**src/rtl/adder_bist_pkg.sv**
```systemverilog
// Shared types and constants for the adder_new built-in self-test.
package adder_bist_pkg;
  localparam int DEF_WIDTH = 6;
  localparam int SETTLE_W  = 4;

  typedef enum logic [1:0] {IDLE, SETTLE, CHECK, DONE} state_t;

  function automatic int num_vectors(input int w);
    return 1 << (2 * w);
  endfunction

  localparam int NUM_VECTORS = num_vectors(DEF_WIDTH);
endpackage

```
**src/rtl/adder_bist_if.sv**
```systemverilog
// Operand/result bundle between the BIST stage and the adder under test.
interface adder_bist_if #(parameter int WIDTH = 6);
  logic [WIDTH-1:0] x_o;
  logic [WIDTH-1:0] y_o;
  logic [WIDTH-1:0] s_i;
  logic             cout_i;

  modport master (output x_o, y_o, input s_i, cout_i);
  modport slave  (input x_o, y_o, output s_i, cout_i);
endinterface

```
**src/rtl/adder_bist_sat_counter.sv**
```systemverilog
// Saturating incrementer with synchronous clear; clear wins over increment.
module sat_counter #(
  parameter int W = 32
) (
  input  logic         clk,
  input  logic         rst,
  input  logic         clr,
  input  logic         inc,
  output logic [W-1:0] count
);
  always_ff @(posedge clk) begin
    if (rst || clr)             count <= '0;
    else if (inc && count != '1) count <= count + 1'b1;
  end
endmodule

```
**src/rtl/adder_bist.sv**
```systemverilog
// Exhaustive self-test of the adder: walks every {x,y} pair, compares against a
// reference sum, counts mismatches and records the first failing vector.
module adder_bist
  import adder_bist_pkg::*;
#(
  parameter int WIDTH         = DEF_WIDTH,
  parameter int SETTLE_CYCLES = 1,
  parameter int ERR_W         = 32
) (
  input  logic               clk,
  input  logic               rst,
  input  logic               start,
  adder_bist_if.master       adr,
  output logic               busy,
  output logic               done,
  output logic               pass,
  output logic [ERR_W-1:0]   err_count,
  output logic               err_pulse,
  output logic               first_err_valid,
  output logic [2*WIDTH-1:0] first_err_idx
);
  localparam logic [2*WIDTH-1:0]  LAST_IDX    = '1;
  localparam logic [SETTLE_W-1:0] SETTLE_LAST = SETTLE_W'(SETTLE_CYCLES - 1);

  state_t               state;
  logic [2*WIDTH-1:0]   idx;
  logic [SETTLE_W-1:0]  settle_cnt;
  logic [WIDTH:0]       ref_sum;
  logic                 mismatch;
  logic                 run_start;

  assign adr.x_o = idx[2*WIDTH-1:WIDTH];
  assign adr.y_o = idx[WIDTH-1:0];

  assign ref_sum   = {1'b0, adr.x_o} + {1'b0, adr.y_o};
  assign mismatch  = (state == CHECK) && ({adr.cout_i, adr.s_i} != ref_sum);
  assign run_start = start && (state == IDLE || state == DONE);
  assign pass      = done && (err_count == '0);

  sat_counter #(.W(ERR_W)) u_err_cnt (
    .clk   (clk),
    .rst   (rst),
    .clr   (run_start),
    .inc   (mismatch),
    .count (err_count)
  );

  always_ff @(posedge clk) begin
    if (rst) begin
      state           <= IDLE;
      idx             <= '0;
      settle_cnt      <= '0;
      busy            <= 1'b0;
      done            <= 1'b0;
      err_pulse       <= 1'b0;
      first_err_valid <= 1'b0;
      first_err_idx   <= '0;
    end else begin
      err_pulse <= mismatch;
      case (state)
        IDLE, DONE: begin
          // DONE holds results and the last operands until the next start.
          if (start) begin
            first_err_valid <= 1'b0;
            first_err_idx   <= '0;
            done            <= 1'b0;
            idx             <= '0;
            settle_cnt      <= '0;
            busy            <= 1'b1;
            state           <= SETTLE;
          end
        end
        SETTLE: begin
          if (settle_cnt == SETTLE_LAST) state <= CHECK;
          else                           settle_cnt <= settle_cnt + 1'b1;
        end
        CHECK: begin
          if (mismatch && !first_err_valid) begin
            first_err_valid <= 1'b1;
            first_err_idx   <= idx;
          end
          if (idx == LAST_IDX) begin
            busy  <= 1'b0;
            done  <= 1'b1;
            state <= DONE;
          end else begin
            idx        <= idx + 1'b1;
            settle_cnt <= '0;
            state      <= SETTLE;
          end
        end
        default: state <= IDLE;
      endcase
    end
  end
endmodule

```
**src/flat_wrapper.sv**
```systemverilog
// flat-port wrapper written by rule: the top's interface ports become plain ports
module adder_bist_flat import adder_bist_pkg::*;
#(
  parameter int WIDTH         = DEF_WIDTH,
  parameter int SETTLE_CYCLES = 1,
  parameter int ERR_W         = 32
)
  (clk, rst, start, busy, done, pass, err_count, err_pulse, first_err_valid, first_err_idx, adr_x_o, adr_y_o, adr_s_i, adr_cout_i);
  adder_bist_if #(.WIDTH(WIDTH)) adr_i ();
  input  logic clk;
  input  logic rst;
  input  logic start;
  output logic busy;
  output logic done;
  output logic pass;
  output logic [ERR_W-1:0] err_count;
  output logic err_pulse;
  output logic first_err_valid;
  output logic [2*WIDTH-1:0] first_err_idx;
  output wire logic [$bits(adr_i.x_o)-1:0] adr_x_o;
  output wire logic [$bits(adr_i.y_o)-1:0] adr_y_o;
  input wire logic [$bits(adr_i.s_i)-1:0] adr_s_i;
  input wire logic [$bits(adr_i.cout_i)-1:0] adr_cout_i;
  assign adr_x_o = adr_i.x_o;
  assign adr_y_o = adr_i.y_o;
  assign adr_i.s_i = adr_s_i;
  assign adr_i.cout_i = adr_cout_i;
  adder_bist #(.WIDTH(WIDTH), .SETTLE_CYCLES(SETTLE_CYCLES), .ERR_W(ERR_W)) u_core (.clk(clk), .rst(rst), .start(start), .adr(adr_i), .busy(busy), .done(done), .pass(pass), .err_count(err_count), .err_pulse(err_pulse), .first_err_valid(first_err_valid), .first_err_idx(first_err_idx));
endmodule
```
**config.mk**
```make
export PLATFORM = sky130hd
export DESIGN_NAME = adder_bist_flat
export DESIGN_NICKNAME = d
export VERILOG_FILES = /design/src/rtl/adder_bist_pkg.sv /design/src/rtl/adder_bist_if.sv /design/src/rtl/adder_bist_sat_counter.sv /design/src/rtl/adder_bist.sv /design/src/flat_wrapper.sv
export SDC_FILE = /design/constraint.sdc
export NUM_CORES = 1
export LEC_CHECK = 0
export BUFFER_PORTS_ARGS = -buffer_cell sky130_fd_sc_hd__clkbuf_2
export CORE_UTILIZATION = 50
export DETAILED_ROUTE_END_ITERATION = 12
export GPL_TIMING_DRIVEN = 1
export MAX_ROUTING_LAYER = met4
export PLACE_DENSITY = 0.76
export SYNTH_ARGS = -nofsm -noshare
export SYNTH_HDL_FRONTEND = slang
export SYNTH_SLANG_ARGS = --single-unit
```
**constraint.sdc**
```tcl
create_clock -name clk -period 4.5 [get_ports clk]
set_input_delay 0.45 -clock clk [delete_from_list [all_inputs] [get_ports clk]]
set_output_delay 0.45 -clock clk [all_outputs]
set_load 0.1 [all_outputs]
```
# Word level (Yosys, flattened, before mapping)
# Index checks and enable logic that the tools add are counted.
# classes
n_addsub,4
eq_ne,12
mux,21
reduce_logical,18
# ops
operator,n
12-bit case mux with 2 select lines,2
12-bit 2-to-1 mux,3
"32-bit by 1-bit adder with 32-bit output, second input constant",1
32-bit zero test,1
"32-bit != test, second input constant",1
"12-bit by 1-bit adder with 12-bit output, second input constant",1
"12-bit equality test, second input constant",1
4-bit 2-to-1 mux,3
4-bit case mux with 3 select lines,1
3-bit AND reduction,4
"2-bit != test, second input constant",5
6-bit by 6-bit adder with 7-bit output,1
7-bit != test,1
2-bit 2-to-1 mux,3
1-bit case mux with 2 select lines,3
2-bit case mux with 3 select lines,1
1-bit logical AND,5
1-bit 2-to-1 mux,5
"4-bit by 1-bit adder with 4-bit output, second input constant",1
"2-bit equality test, second input constant",2
4-bit zero test,1
"2-bit by 1-bit equality test with 1-bit output, second input constant",1
2-bit zero test,1
1-bit logical OR,2
other kinds (5),5
# totals
ff_bits,66
out_inout_bits,61
word_cells,64

# Logic depth before layout (Yosys ltp)
# depth
word_depth,6
ltp_mapped,11
depth_no_buf,9

# Cells and area by module
# A second synthesis with hierarchy kept.
# hier_totals
cells_unflattened,445
area_unflattened_um2,3746.1
# modules_own_cells
mod,n_inst,cells_each,area_each_um2
adder_bist,1,256,2064.5
sat_counter,1,189,1681.6

# Least setup slack after synthesis
# No wires, ideal clock.
# synth_path
path_kind,register to register
start,register u_core.idx[0]
end,register u_core.first_err_idx[0]
setup_time_ns,0.119
arrival_ns,3.282
t_required_ns,4.381
slack_ns,1.100
stages_incl_launch_ff,11
path_cell_list,dfxtp_1 > ha_1 > fa_1 > xor2_1 > a311oi_1 > o211ai_1 > a211o_1 > nor2_1 > nor4_1 > buf_2 > a22o_1
# synth_between
elab_chain_len,6
word_cells_on_any_way,8
cone_classes,add/sub: 1; eq/ne: 2; mux: 2; reduce/logical: 3
# synth_lines
element,line,text
from (decl),adder_bist.sv:26,logic [2*WIDTH-1:0] idx;
from (signal assigned),adder_bist.sv:87,idx <= idx + 1'b1;
6-bit by 6-bit adder with 7-bit output,adder_bist.sv:35,"assign ref_sum = {1'b0, adr.x_o} + {1'b0, adr.y_o};"
7-bit != test,adder_bist.sv:36,"assign mismatch = (state == CHECK) && ({adr.cout_i, adr.s_i} != ref_sum);"
1-bit logical AND,adder_bist.sv:36,
1-bit logical AND,adder_bist.sv:78,if (mismatch && !first_err_valid) begin
2-bit != test (no line),--,
3-bit AND reduction (no line),--,
to (signal assigned),adder_bist.sv:80,first_err_idx <= idx;
to (decl),adder_bist.sv:20,output logic [2*WIDTH-1:0] first_err_idx
# Parallel ways exist; a longest one is shown, timed or not. The select of a mux whose other input is x is not followed.
# A chain may end at the register's enable or synchronous reset.

# Final worst setup path
# layout_path
start,register u_core.idx[0]
end,register u_core.u_err_cnt.count[19]
# layout_between
elab_chain_len,4
# layout_lines
element,line,text
6-bit by 6-bit adder with 7-bit output,adder_bist.sv:35,
7-bit != test,adder_bist.sv:36,
1-bit logical AND,adder_bist.sv:36,
1-bit logical AND,adder_bist_sat_counter.sv:13,else if (inc && count != '1) count <= count + 1'b1;
to (signal assigned),adder_bist_sat_counter.sv:13,
to (decl),adder_bist_sat_counter.sv:9,output logic [W-1:0] count
# Every way passes these cells.

==> summary.md <==
| Metric | Value |
|---|---|
| # hold bufs at CTS | 0 |
| Drc violations | 0 |
| Most common cell in the netlist | dfxtp_1 |
| Primary FF master, synth | dfxtp_1 |
| Top cells by count, synth | dfxtp_1 (66), a21oi_1 (46), nor2_1 (36) |
| Outcome | completed |
| Syn nets | 451 |
| GRT overflow | 0 |
| Hold WS | 0.478 ns |
| DPL Wire Length | 6.18 mm |
| Num CTS Buffers | 9 |
| Vias | 3477 |
| Die height | 86.4 µm |
| Min-delay src | u_core.first_err_idx[4] |
| Synth Warn # | 0 |
| CP top delay family | compound AO/OA/AOI/OAI gates |
| Synth Cell Area | 0.00356 mm² |
| Final non-filler cell total | 592 |
| Overall power | 1.20 mW |
| Worst Hold Depth | 1 |
| Hold Crit Endpoint | u_core.first_err_idx[4] |
| Crit-path max FO | 33 |
| First-pass GRT wire length | 14.4 mm |
| Finished Cell Area | 0.00410 mm² |
| CTS tree | built |
| Area share of the largest cell type after synthesis | 0.371 |
| Starting utilization of the core area | 0.522 |
| Endpoints failing setup | 0 |
| Synthesized flop and latch total | 66 |
| CP required | 4.71 ns |
| Antenna cell count | 0 |
| PortBufs | 70 |
| Worst r2r path cells | 9 |
| Top cells by area, synth | dfxtp_1 (37%), a21oi_1 (6.5%), ha_1 (4.9%) |
| Critical Path AT | 3.29 ns |
| # IOs | 71 |
| Max_slew headroom | 0.404 |
| Synthesis-to-layout area growth | 15.1% |
| CP Capture Type | register |
| Async SR Flop Fraction | 0 |
| Register area share after synthesis | 0.371 |
| Core Box Area | 0.00683 mm² |
| Wire length per cell | 14.7 µm |
| VDD IR max | 224 µV |
| Root Driver | clkbuf_8 |
| Slew Viols, Final | 0 |
| Worst slew pin tran | 0.894 ns |
| Lkg Pwr | 1.60 nW |
| Syn Area/Cell | 8.37 µm² |
| Largest net degree at the start of global routing | 34 |
| Layout Nets | 516 |
| CP startpoint kind | register |
| Highest Clock Rate | 325 MHz |
| Pwr dens | 292 mW/mm² |
| Total Wirelength | 8.72 mm |
| Routed vias/inst | 5.87 |
| CTS Sinks | 66 |
| Post-synthesis cell count | 426 |
| TritonRoute pass-1 iters | 5 |
| Fin worst setup slack | 1.42 ns |
| Post-synth EDFFs | 0 |
| Placed instance count | 576 |
| FF-to-FF End | u_core.u_err_cnt.count[19] |
| Tmin final | 3.08 ns |
| CP Cell Sequence | ha_1 > fa_1 > xor2_1 > a311oi_1 > o211ai_1 > a211o_1 > o211ai_4 > or4_1 > a21oi_1 |
| CTS resizes | 0 |
| Clock Skew | 0.0104 ns |
| Buffers & Inverters on Critical Path | 0 |
| Post-CTS setup buffer count | 0 |
| Hold WC Path Type | register to register |
| DRT antenna net count | 0 |
| FP Rows | 30 |
| Detailed Route Iter0 Violations | 222 |
| Clk Latency, worst-skew pair | 0.34 ns |
| Max Root-Sink Buffers | 2 |
| Worst setup path start | u_core.idx[0] |
| RSZ-0062 raised after global routing | false |
| Initial antenna violation count | 0 |
| Crit share post-route | 0.684 |
| Global Route Usage Sum | 0.249 |
| R2r setup slk | 1.42 ns |
| Pre-CTS worst setup slack | 1.47 ns |
| Clock slew at reported path FFs | 0.08 ns |
| Placed instance area | 0.00394 mm² |
| Critical path class | register to register |
| Die Footprint | 0.00747 mm² |
| Worst reg2reg startpoint | u_core.idx[0] |
| Number of global-route vias before repair | 3103 |
| Synth unique cells | 50 |
| Die width | 86.4 µm |
| H-tree depth | 3 |
| Gpl congestion | 0.857 |
| CP peak stage delay | 0.65 ns |
| Setup_tns | 0 ns |
| Final hold violations | 0 |
| Synth area leader | dfxtp_1 |
| Max cap viols | 0 |
| Layout cells sized above 1 | 0.194 |
| Crit-path slowest cell | o211ai_4 |
| Final core utilization | 0.601 |
==> cell families (layout without fill, tap and decap cells) <==
group           after synthesis  count (layout)  synth area share
compound gates              114             114             0.202
xor+xnor                     16              16            0.0393
fa+ha+maj                    15              15            0.0548
buf+inv                      33             103            0.0484
flops                        66              66             0.371
mux                           1               1           0.00281
simple gates                181             181             0.282
==> routing by layer <==
layer  track usage  vias up  part of all wire
met2         0.397      112              0.47
met3        0.0371       15             0.050
met5             -        -                 0
met1         0.316     1640              0.46
met4         0.106        0             0.020
li1              -     1710                 -
==> cell usage in the layout (no fill, tap or decap), drive strengths merged, types with 2 or more instances in the layout <==
master  count
buf         3
or3        18
a211oi      3
nand3      24
nand4      16
nor4        8
a21oi      46
a22o       11
clkbuf     84
o211ai      2
nand2      29
o31ai      10
xor2       11
and4        5
nor3        3
and2        3
nor4b       2
xnor2       5
or2         2
a31oi       2
ha         14
or4        17
o21ai      31
nand2b      4
and3       12
inv        14
a21o        2
nor2       36
dfxtp      66
==> worst max-delay path by stage <==
stage,to,slack (ns),cells past startpoint
after floorplan,u_core.first_err_idx[0],1.10,10
after global placement,u_core.u_err_cnt.count[27],1.53,9
after detailed placement,u_core.first_err_idx[7],1.47,9
after CTS,u_core.u_err_cnt.count[19],1.46,9
after global routing,u_core.u_err_cnt.count[3],1.20,9
final,u_core.u_err_cnt.count[19],1.42,9
==> power by group <==
group / internal, mW / switching (mW)
logic: 0.0401 / 0.116
clock network: 0.215 / 0.226
registers: 0.591 / 0.0105
total: 0.846 / 0.352
==> layout make-up <==
cell class | count | area (µm²)
fillers | 657 | 2730
well taps | 96 | 120
multi-input cells | 327 | 2070
inverters | 14 | 52.6
clock buffers | 14 | 153
clock inverters | 2 | 12.5
flip-flops and latches | 66 | 1320
repair buffers | 73 | 373
==> registers in the layout, summed over array words and instances (netlist names) <==
name	flops
u_core.idx	12
u_core.state	2
u_core.done	1
u_core.first_err_idx	12
u_core.u_err_cnt.count	32
u_core.settle_cnt	4
u_core.busy	1
u_core.err_pulse	1
u_core.first_err_valid	1
No activity file was read; power rests on OpenSTA's default activity.
